$ cat src/rtl/vx_mat_row_fifo_if.sv
// Push-side handshake of the matrix row buffer: a producer offers one packed row
// per cycle and the buffer answers with ready.
interface vx_mat_row_fifo_if #(
  parameter int ROW_W = 128
) ();
  logic             push_valid;
  logic [ROW_W-1:0] push_data;
  logic             push_ready;

  modport master (
    output push_valid,
    output push_data,
    input  push_ready
  );

  modport slave (
    input  push_valid,
    input  push_data,
    output push_ready
  );
endinterface

$ cat src/rtl/vx_mat_row_fifo.sv
// Row-granular operand buffer: a rotatable head row backed by a circular queue of
// DEPTH-1 rows, with rotation counting and a full-revolution pulse.
module vx_mat_row_fifo #(
  parameter int WIDTH   = 32,
  parameter int NUM_REG = 4,
  parameter int DEPTH   = 4,
  parameter int ROT_DIR = 0,
  localparam int ROW_W  = WIDTH * NUM_REG,
  localparam int CNT_W  = $clog2(DEPTH + 1),
  localparam int ROT_W  = $clog2(NUM_REG)
) (
  input  logic               clk,
  input  logic               reset,
  vx_mat_row_fifo_if.slave   push,
  input  logic               shift_en,
  input  logic               pop,
  output logic [ROW_W-1:0]   o_data,
  output logic [ROT_W-1:0]   rot_cnt,
  output logic               rot_wrap,
  output logic [CNT_W-1:0]   count,
  output logic               empty,
  output logic               full,
  output logic               front_full
);

  // A one-slot dummy queue keeps DEPTH=1 legal; it is never written in that case.
  localparam int QD = (DEPTH > 1) ? DEPTH - 1 : 1;
  localparam int QW = (QD > 1) ? $clog2(QD) : 1;
  localparam logic [CNT_W-1:0] DEPTH_C   = CNT_W'(DEPTH);
  localparam logic [ROT_W-1:0] ROT_LAST  = ROT_W'(NUM_REG - 1);

  logic [ROW_W-1:0] row0_r;
  logic [ROW_W-1:0] q_mem_r [QD];
  logic [QW-1:0]    rd_ptr_r, wr_ptr_r;
  logic [CNT_W-1:0] count_r;
  logic [ROT_W-1:0] rot_cnt_r;
  logic             rot_wrap_r, empty_r, full_r, front_full_r;

  logic [ROW_W-1:0] row0_s;
  logic [QW-1:0]    rd_ptr_s, wr_ptr_s;
  logic [CNT_W-1:0] count_s;
  logic [ROT_W-1:0] rot_cnt_s;
  logic             rot_wrap_s, q_we_s;
  logic             push_ready_s, push_acc_s, pop_acc_s, shift_acc_s;

  function automatic logic [QW-1:0] ptr_inc(input logic [QW-1:0] p);
    if (p == QW'(QD - 1)) begin
      return {QW{1'b0}};
    end else begin
      return p + QW'(1);
    end
  endfunction

  // Element 0 sits at the MSBs, so "toward higher index" is a right rotate of the vector.
  function automatic logic [ROW_W-1:0] rotate_row(input logic [ROW_W-1:0] row);
    if (ROT_DIR == 0) begin
      return {row[WIDTH-1:0], row[ROW_W-1:WIDTH]};
    end else begin
      return {row[ROW_W-WIDTH-1:0], row[ROW_W-1 -: WIDTH]};
    end
  endfunction

  // Next-state selection: pop outranks shift; push lands at the head or the queue tail.
  always_comb begin
    push_ready_s = !full_r || pop;
    push_acc_s   = push.push_valid && push_ready_s;
    pop_acc_s    = pop && !empty_r;
    shift_acc_s  = shift_en && front_full_r && !pop;
    row0_s       = row0_r;
    rd_ptr_s     = rd_ptr_r;
    wr_ptr_s     = wr_ptr_r;
    count_s      = count_r;
    rot_cnt_s    = rot_cnt_r;
    rot_wrap_s   = 1'b0;
    q_we_s       = 1'b0;
    if (pop_acc_s) begin
      rot_cnt_s = {ROT_W{1'b0}};
      if (count_r > CNT_W'(1)) begin
        row0_s   = q_mem_r[rd_ptr_r];
        rd_ptr_s = ptr_inc(rd_ptr_r);
        if (push_acc_s) begin
          q_we_s   = 1'b1;
          wr_ptr_s = ptr_inc(wr_ptr_r);
        end else begin
          q_we_s   = 1'b0;
        end
      end else if (push_acc_s) begin
        row0_s = push.push_data;
      end else begin
        row0_s = row0_r;
      end
      if (push_acc_s) begin
        count_s = count_r;
      end else begin
        count_s = count_r - CNT_W'(1);
      end
    end else begin
      if (shift_acc_s) begin
        row0_s     = rotate_row(row0_r);
        rot_wrap_s = (rot_cnt_r == ROT_LAST);
        rot_cnt_s  = (rot_cnt_r == ROT_LAST) ? {ROT_W{1'b0}} : rot_cnt_r + ROT_W'(1);
      end else begin
        rot_wrap_s = 1'b0;
      end
      if (push_acc_s) begin
        if (empty_r) begin
          row0_s = push.push_data;
        end else begin
          q_we_s   = 1'b1;
          wr_ptr_s = ptr_inc(wr_ptr_r);
        end
        count_s = count_r + CNT_W'(1);
      end else begin
        count_s = count_r;
      end
    end
  end

  // State and status registers; status flags are derived from the next count.
  always_ff @(posedge clk) begin
    if (reset) begin
      row0_r       <= {ROW_W{1'b0}};
      rd_ptr_r     <= {QW{1'b0}};
      wr_ptr_r     <= {QW{1'b0}};
      count_r      <= {CNT_W{1'b0}};
      rot_cnt_r    <= {ROT_W{1'b0}};
      rot_wrap_r   <= 1'b0;
      empty_r      <= 1'b1;
      full_r       <= 1'b0;
      front_full_r <= 1'b0;
    end else begin
      row0_r       <= row0_s;
      rd_ptr_r     <= rd_ptr_s;
      wr_ptr_r     <= wr_ptr_s;
      count_r      <= count_s;
      rot_cnt_r    <= rot_cnt_s;
      rot_wrap_r   <= rot_wrap_s;
      empty_r      <= (count_s == {CNT_W{1'b0}});
      full_r       <= (count_s == DEPTH_C);
      front_full_r <= (count_s != {CNT_W{1'b0}});
    end
  end

  // Queued row storage, cleared on reset.
  always_ff @(posedge clk) begin
    if (reset) begin
      for (int i = 0; i < QD; i++) begin
        q_mem_r[i] <= {ROW_W{1'b0}};
      end
    end else if (q_we_s) begin
      q_mem_r[wr_ptr_r] <= push.push_data;
    end else begin
      q_mem_r[wr_ptr_r] <= q_mem_r[wr_ptr_r];
    end
  end

  assign push.push_ready = push_ready_s;
  assign o_data          = row0_r;
  assign rot_cnt         = rot_cnt_r;
  assign rot_wrap        = rot_wrap_r;
  assign count           = count_r;
  assign empty           = empty_r;
  assign full            = full_r;
  assign front_full      = front_full_r;

endmodule
$ cat src/flat_wrapper.sv
// flat-port wrapper written by rule: the top's interface ports become plain ports
module vx_mat_row_fifo_flat 
#(
  parameter int WIDTH   = 32,
  parameter int NUM_REG = 4,
  parameter int DEPTH   = 4,
  parameter int ROT_DIR = 0,
  localparam int ROW_W  = WIDTH * NUM_REG,
  localparam int CNT_W  = $clog2(DEPTH + 1),
  localparam int ROT_W  = $clog2(NUM_REG)
)
  (clk, reset, shift_en, pop, o_data, rot_cnt, rot_wrap, count, empty, full, front_full, push_push_valid, push_push_data, push_push_ready);
  vx_mat_row_fifo_if push_i ();
  input  logic clk;
  input  logic reset;
  input  logic shift_en;
  input  logic pop;
  output logic [ROW_W-1:0] o_data;
  output logic [ROT_W-1:0] rot_cnt;
  output logic rot_wrap;
  output logic [CNT_W-1:0] count;
  output logic empty;
  output logic full;
  output logic front_full;
  input wire logic [$bits(push_i.push_valid)-1:0] push_push_valid;
  input wire logic [$bits(push_i.push_data)-1:0] push_push_data;
  output wire logic [$bits(push_i.push_ready)-1:0] push_push_ready;
  assign push_i.push_valid = push_push_valid;
  assign push_i.push_data = push_push_data;
  assign push_push_ready = push_i.push_ready;
  vx_mat_row_fifo #(.WIDTH(WIDTH), .NUM_REG(NUM_REG), .DEPTH(DEPTH), .ROT_DIR(ROT_DIR)) u_core (.clk(clk), .reset(reset), .push(push_i), .shift_en(shift_en), .pop(pop), .o_data(o_data), .rot_cnt(rot_cnt), .rot_wrap(rot_wrap), .count(count), .empty(empty), .full(full), .front_full(front_full));
endmodule
$ cat config.mk
export PLATFORM = sky130hd
export DESIGN_NAME = vx_mat_row_fifo_flat
export DESIGN_NICKNAME = d
export VERILOG_FILES = /design/src/rtl/vx_mat_row_fifo_if.sv /design/src/rtl/vx_mat_row_fifo.sv /design/src/flat_wrapper.sv
export SDC_FILE = /design/constraint.sdc
export NUM_CORES = 1
export LEC_CHECK = 0
export BUFFER_PORTS_ARGS = -buffer_cell sky130_fd_sc_hd__buf_2
export CAP_MARGIN = 25
export CORE_MARGIN = 5
export CORE_UTILIZATION = 40
export CTS_BUF_LIST = sky130_fd_sc_hd__clkbuf_16
export DETAILED_ROUTE_END_ITERATION = 8
export PLACE_DENSITY_LB_ADDON = 0.2
export SLEW_MARGIN = 0
export SYNTH_ARGS = -nofsm -noshare
export SYNTH_HDL_FRONTEND = slang
export SYNTH_SLANG_ARGS = --single-unit
$ cat constraint.sdc
create_clock -name clk -period 13.6 [get_ports clk]
set_input_delay 0 -clock clk [delete_from_list [all_inputs] [get_ports clk]]
set_output_delay 0 -clock clk [all_outputs]
set_load 0.005 [all_outputs]
==> impl_metrics.tcl, run 1 <==
set metrics [dict create \
    crit_top_cell "buf_4" \
    r2r-start "u_core.count[1]$_SDFF_PP0_" \
    critPathKind "register to register" \
    cts_max_path_buffers 3 \
    post-route-util_pct 47.7 \
    ios 271 \
    critPathTopFamily "buffers and inverters" \
    syn-num-nets 2635 \
    crit_slowest_cell "buf_4" \
    core.rowCount 101 \
    clk_pin_slew_ns 0.06 \
    whs_endpoint "u_core.count[1]$_SDFF_PP0_" \
    yosysTopAreaCell "edfxtp_1" \
    fin_skew_ns 0.0309 \
    ir_drop_mv 0.103 \
    crit_chain "inv_1, ha_1, o21bai_4, buf_4, buf_4, a311oi_1, and3_4, buf_4" \
    grt_max_degree 100 \
    switching_power_mw 1.72 \
    core_region_area_um2 75700 \
    cts-root-buf "clkbuf_16" \
    postCtsSetupBuffers 0 \
    gp_congestion 0.805 \
    port_buffers 270 \
    cts_tree "done" \
    hold_path_class "primary input to register" \
    fillCellCount 6747 \
    mostFrequentLayoutCell "edfxtp_1" \
    maxCapViolCount 0 \
    syn_area_per_cell_um2 12.2 \
    synthFlopType "edfxtp_1" \
    syn_to_final_growth_pct 18.6 \
    power_frac_seq_pct 47.3 \
    comb_power_share_pct 18.7 \
    power.clock.fraction_pct 34.0 \
    synthesis.instances 2498 \
    rr_endpoint "u_core.q_mem_r[3][20]$_DFFE_PP_" \
    netlist_area_um2 30400 \
    swShare_pct 31.1 \
    drt_first_pass_iters 6 \
    worst-path-stages 8 \
    layout_setup_ws_ns 9.06 \
    synth-seq-area-share_pct 59.9 \
    drtAntennaViolNets 0 \
    slew_headroom_pct 25.6 \
    dpl.hpwl_um 67100 \
    worst-path-max-fanout 70 \
    track_usage_pct 26.2 \
    post-route-period-util_pct 33.4 \
    die_w_um 286 \
    synth_warnings 0 \
    grt_pass1_vias 22400 \
    required_ns 13.81 \
    clock_latency_ns 0.61 \
    finalHoldWorstSlack_ns 0.0534 \
    die-area_um2 81700 \
    pre_cts_ws_ns 9.11 \
    dieHeight_um 286 \
    nNetsFinal 2921 \
    ys_top_cells_by_area "edfxtp_1, mux4_2, dfxtp_1, and2_1, o21ai_0" \
    initial_core_util_pct 40.2 \
    cts.htree.levels 3 \
    max_freq_ghz 0.220 \
    drc 0 \
    rsz0062_at_grt "false" \
    synth_edf_count 512 \
    ys_ff_latch 655 \
    outcome "complete, no violations" \
    holdCritStartpoint "pop" \
    async_reset_ff_share_pct 0 \
    numCtsBuffers 72 \
    hold_depth 4 \
    vias 23100 \
    grt_antenna_before_repair 12 \
    critPathBufInv 4 \
    power_density_nw_per_um2 153 \
    worstPathArrival_ns 4.75 \
    p_int_mw 3.81 \
    vias_per_cell 6.05 \
    timing.final.max_slew_violations 0 \
    grt_first_pass_wirelength_um 159000 \
    min_period_ns 4.54 \
    finalSetupViolCount 0 \
    total_leakage_power_nw 13.2 \
    cp-start-kind "register" \
    drt-total-wl_um 111000 \
    critical-path-max-stage-delay_ns 0.82 \
    synth_top_area_share_pct 50.5 \
    ys_types 46 \
    grt_overflow 0 \
    rr_worst_depth 8 \
    wire_per_inst_um 29.1 \
    fin_tns_setup_ns 0 \
    clock_sinks 655 \
    hold_violations 0 \
    dr.first_iter.drc_count 2805 \
    rrSetupSlack_ns 9.06 \
    worstMarginPinSlew_ns 1.12 \
    final_cell_mix "edfxtp_1, and2_1, buf_2" \
    drive_gt1_share_pct 19.4 \
    endpoint_kind "register" \
]
-- worst min-delay path: cells and delay by family --
kind,cells,cell delay (ns)
simple gates,1,0.13
compound gates,2,0.24
buf+inv,1,0.21
-- through the flow --
stage / power [mW] / cells / instance area [µm²]
floorplan: 3.08 / 2498 / 30400
global placement: 3.60 / 3555 / 32500
detailed placement: 3.64 / 3557 / 32500
CTS: 5.53 / 3814 / 36000
global route: 5.71 / 3818 / 36100
finish: 5.52 / 3825 / 36100
-- power groups by stage --
stage | clock (mW) | combinational (mW) | sequential (mW)
CTS | 1.90 | 1.03 | 2.61
finish | 1.88 | 1.03 | 2.61
floorplan | 0 | 0.577 | 2.50
detailed placement | 0 | 0.988 | 2.65
global placement | 0 | 0.964 | 2.64
global route | 1.98 | 1.11 | 2.62
-- area by class of cell --
cell class | instances | area [µm²] | area share (%)
tap | 978 | 1220 | 3.39
clock inverter | 54 | 377 | 1.04
sequential | 655 | 18200 | 50.6
clock buffer | 73 | 1830 | 5.06
multi-input combinational | 1607 | 11300 | 31.4
antenna | 10 | 25.0 | 0.0693
inverter | 6 | 22.5 | 0.0624
timing repair buffer | 442 | 3030 | 8.40
-- synth_stat cells, drive strengths merged, types with 2 or more instances --
| cell | instances |
|---|---|
| nor2b | 4 |
| xnor2 | 2 |
| nand3 | 2 |
| nand3b | 2 |
| clkbuf | 198 |
| nor2 | 132 |
| nor3b | 4 |
| buf | 32 |
| nand2 | 263 |
| a21oi | 7 |
| nor4 | 2 |
| ha | 4 |
| edfxtp | 512 |
| or3b | 2 |
| nor4bb | 2 |
| and2 | 384 |
| a31oi | 128 |
| mux4 | 128 |
| or2 | 4 |
| inv | 6 |
| a21o | 2 |
| a311oi | 2 |
| and3 | 130 |
| a2111oi | 2 |
| dfxtp | 143 |
| o221ai | 128 |
| o21ai | 259 |
-- state kept, by name (all words and copies together), names as in the netlist, named ones only --
name / cells
u_core.full: 1
u_core.o_data: 128
u_core.q_mem_r: 512
u_core.empty: 1
u_core.count: 3
u_core.rot_cnt: 2
u_core.front_full: 1
u_core.rot_wrap: 1
u_core.rd_ptr_r: 2
u_core.wr_ptr_r: 2
-- timing repair --
action                    CTS  global route
hold buffers              130             0
hold endpoints to repair  649             0
gates resized for setup     0             0
-- how the worst max path moves through the flow --
| stage | slack [ns] | to | start |
|---|---|---|---|
| after floorplan | 2.35 | u_core.q_mem_r[1][0]$_SDFFCE_PN0P_ | u_core.count[1]$_SDFF_PP0_ |
| after global placement | 9.08 | u_core.q_mem_r[1][20]$_SDFFCE_PN0P_ | u_core.count[1]$_SDFF_PP0_ |
| after detailed placement | 9.11 | u_core.q_mem_r[1][22]$_SDFFCE_PN0P_ | u_core.count[1]$_SDFF_PP0_ |
| after CTS | 9.07 | u_core.q_mem_r[1][20]$_SDFFCE_PN0P_ | u_core.count[1]$_SDFF_PP0_ |
| after global routing | 8.88 | u_core.q_mem_r[1][26]$_SDFFCE_PN0P_ | u_core.count[1]$_SDFF_PP0_ |
| final | 9.06 | u_core.q_mem_r[3][20]$_DFFE_PP_ | u_core.count[1]$_SDFF_PP0_ |
-- cells by family after synthesis --
group	share of synthesized area, %
and+or+nand+nor	16.2
xor gates and xnor gates	0.0576
DFF	59.9
muxes	9.48
AOI/OAI and AO/OA	11.1
adders and majority gates	0.165
buffers and inverters	3.13
-- layer usage --
metal	track usage (%)	routed length [µm]	part of all wire [%]	vias up
met3	5.46	10500	9.4	160
met2	41.3	51400	46	1260
met1	35.9	44900	40	11800
met5	0	0	0	-
met4	10.0	4410	4.0	0
li1	-	-	-	9959
Power figures use the tool's default switching activity.
==> inputs of run 2 (changes only) <==
==> constraint.sdc (replaced) <==
create_clock -name clk -period 4.7 [get_ports clk]
set_input_delay 0 -clock clk [delete_from_list [all_inputs] [get_ports clk]]
set_output_delay 0 -clock clk [all_outputs]
set_load 0.005 [all_outputs]
==> run 2 against run 1 <==
Register-to-register slack lost 7.6 ns. Cell count grew 0.18%. Critical endpoint is now u_core.o_data[83]$_SDFFE_PP0P_. Final area grew 0.29%. Largest power group unchanged. Non-clock buffer count shrank 2. Via count is essentially flat. Core utilization grew 0.14 points. Clock-buffer cell count is the same.
==> impl_metrics.tcl, run 2 (synthesis gave the netlist of run 1 again) <==
set metrics [dict create \
    maxCapViolCount 0 \
    hold_depth 2 \
    syn_to_final_growth_pct 19.0 \
    ir_drop_mv 0.232 \
    rsz0062_at_grt "false" \
    total_leakage_power_nw 13.2 \
    rr_worst_depth 7 \
    post-route-period-util_pct 69.1 \
    cts.htree.levels 3 \
    largest_reg_flops 512 \
    fin_skew_ns 0.0217 \
    drc 0 \
    holdBufCountCts 130 \
    hold_path_class "primary input to register" \
    die_w_um 286 \
    mostFrequentLayoutCell "edfxtp_1" \
    die-area_um2 81700 \
    finalHoldWorstSlack_ns 0.171 \
    finalSetupViolCount 0 \
    timing.final.max_slew_violations 0 \
    wire_per_inst_um 29.0 \
    final_cell_mix "edfxtp_1, and2_1, buf_2" \
    vias 23100 \
    postCtsSetupBuffers 0 \
    cts_tree "done" \
    clock_sinks 655 \
    whs_endpoint "u_core.q_mem_r[3][47]$_DFFE_PP_" \
    numCtsBuffers 71 \
    holdCritStartpoint "push_push_data[47]" \
    final_cell_count_no_fill 3832 \
    endpoint_kind "register" \
    rrSetupSlack_ns 1.45 \
    top_register "u_core.q_mem_r" \
    drt-total-wl_um 111000 \
    min_period_ns 3.25 \
    grt_pass1_vias 22700 \
    hold_violations 0 \
    grt_overflow 0 \
    fin_tns_setup_ns 0 \
    worst-path-max-fanout 68 \
    layout_setup_ws_ns 1.45 \
    grt_max_degree 130 \
    pre_cts_ws_ns 1.45 \
    initial_core_util_pct 40.2 \
    worstMarginPinSlew_ns 1.15 \
    power_frac_seq_pct 47.0 \
    clk_pin_slew_ns 0.06 \
    gp_congestion 0.844 \
    dpl.hpwl_um 65800 \
    grt_antenna_before_repair 14 \
    rr_endpoint "u_core.o_data[83]$_SDFFE_PP0P_" \
    required_ns 5.18 \
    critPathKind "register to register" \
    placed_cells 3556 \
    power_density_nw_per_um2 439 \
    core_region_area_um2 75700 \
    drt_first_pass_iters 5 \
    power.clock.fraction_pct 33.8 \
    port_buffers 270 \
    drive_gt1_share_pct 19.6 \
    track_usage_pct 26.4 \
    cts_max_path_buffers 3 \
    max_freq_ghz 0.308 \
    dr.first_iter.drc_count 2538 \
    cts_resized 0 \
    cp-start-kind "register" \
    ios 271 \
    clock_latency_ns 0.62 \
    slew_headroom_pct 23.7 \
    cts-root-buf "clkbuf_16" \
    drtAntennaViolNets 0 \
    comb_power_share_pct 19.3 \
    outcome "complete, no violations" \
    nNetsFinal 2918 \
    swShare_pct 31.3 \
    r2r-start "u_core.count[0]$_SDFF_PP0_" \
    switching_power_mw 4.98 \
    core.rowCount 101 \
    dieHeight_um 286 \
    vias_per_cell 6.04 \
    p_int_mw 10.9 \
    worstPathArrival_ns 3.72 \
    grt_first_pass_wirelength_um 160000 \
]
-- run 2: changes by cell type in the layout (fill, tap and decap cells not counted), sizes merged --
cell and change:
clkinv +1, bufinv -2, diode +5, clkinvlp +1, buf -2, inv +4
-- run 2: metrics by stage --
step	power (mW)	instance area, µm²	utilization (%)
after floorplan	8.88	30400	-
after detailed placement	10.5	32700	43.1
final	15.9	36200	47.8
after CTS	15.9	36200	47.8
after global routing	16.5	36200	47.8
after global placement	10.4	32700	43.1
-- run 2: critical path: stages, from the launching register on --
cell      delay (ns)
dfxtp_1         0.52
ha_1            0.23
o21bai_4        0.13
buf_4           0.75
buf_4           0.92
a31oi_1         0.21
o221ai_1        0.13
o21ai_0         0.11
-- run 2: cell type report --
class	instances	area, µm²
flip-flops and latches	655	18200
inverters	6	22.5
fillers	6738	39500
diodes	15	37.5
multi-input cells	1607	11300
clock buffers	73	1830
repair buffers	440	3130
clock inverters	58	369
well taps	978	1220
-- run 2: per-layer routing --
layer	GRT usage (%)	vias to the layer above	wire length [µm]
met3	6.70	169	11300
met4	11.2	2	4950
met5	0	-	11
met1	36.1	11800	44500
li1	-	9957	-
met2	40.3	1245	50300
-- run 2: worst max-delay path by stage --
stage	from	to	slack [ns]
floorplan	u_core.count[1]$_SDFF_PP0_	u_core.q_mem_r[1][0]$_SDFFCE_PN0P_	0.63
global placement	u_core.count[1]$_SDFF_PP0_	u_core.q_mem_r[2][66]$_SDFFCE_PN0P_	1.57
detailed placement	u_core.count[1]$_SDFF_PP0_	u_core.q_mem_r[2][76]$_SDFFCE_PN0P_	1.45
CTS	u_core.count[1]$_SDFF_PP0_	u_core.q_mem_r[2][62]$_SDFFCE_PN0P_	1.44
global route	u_core.count[1]$_SDFF_PP0_	u_core.q_mem_r[2][64]$_SDFFCE_PN0P_	1.30
finish	u_core.count[0]$_SDFF_PP0_	u_core.o_data[83]$_SDFFE_PP0P_	1.45
-- run 2: power by group through the flow --
stage                     sequential [mW]  clock [mW]  combinational, mW
after floorplan                      7.21           0               1.67
after global placement               7.55           0               2.89
after detailed placement             7.57           0               2.94
after CTS                            7.45        5.44               3.05
after global routing                 7.50        5.69               3.30
final                                7.47        5.37               3.06
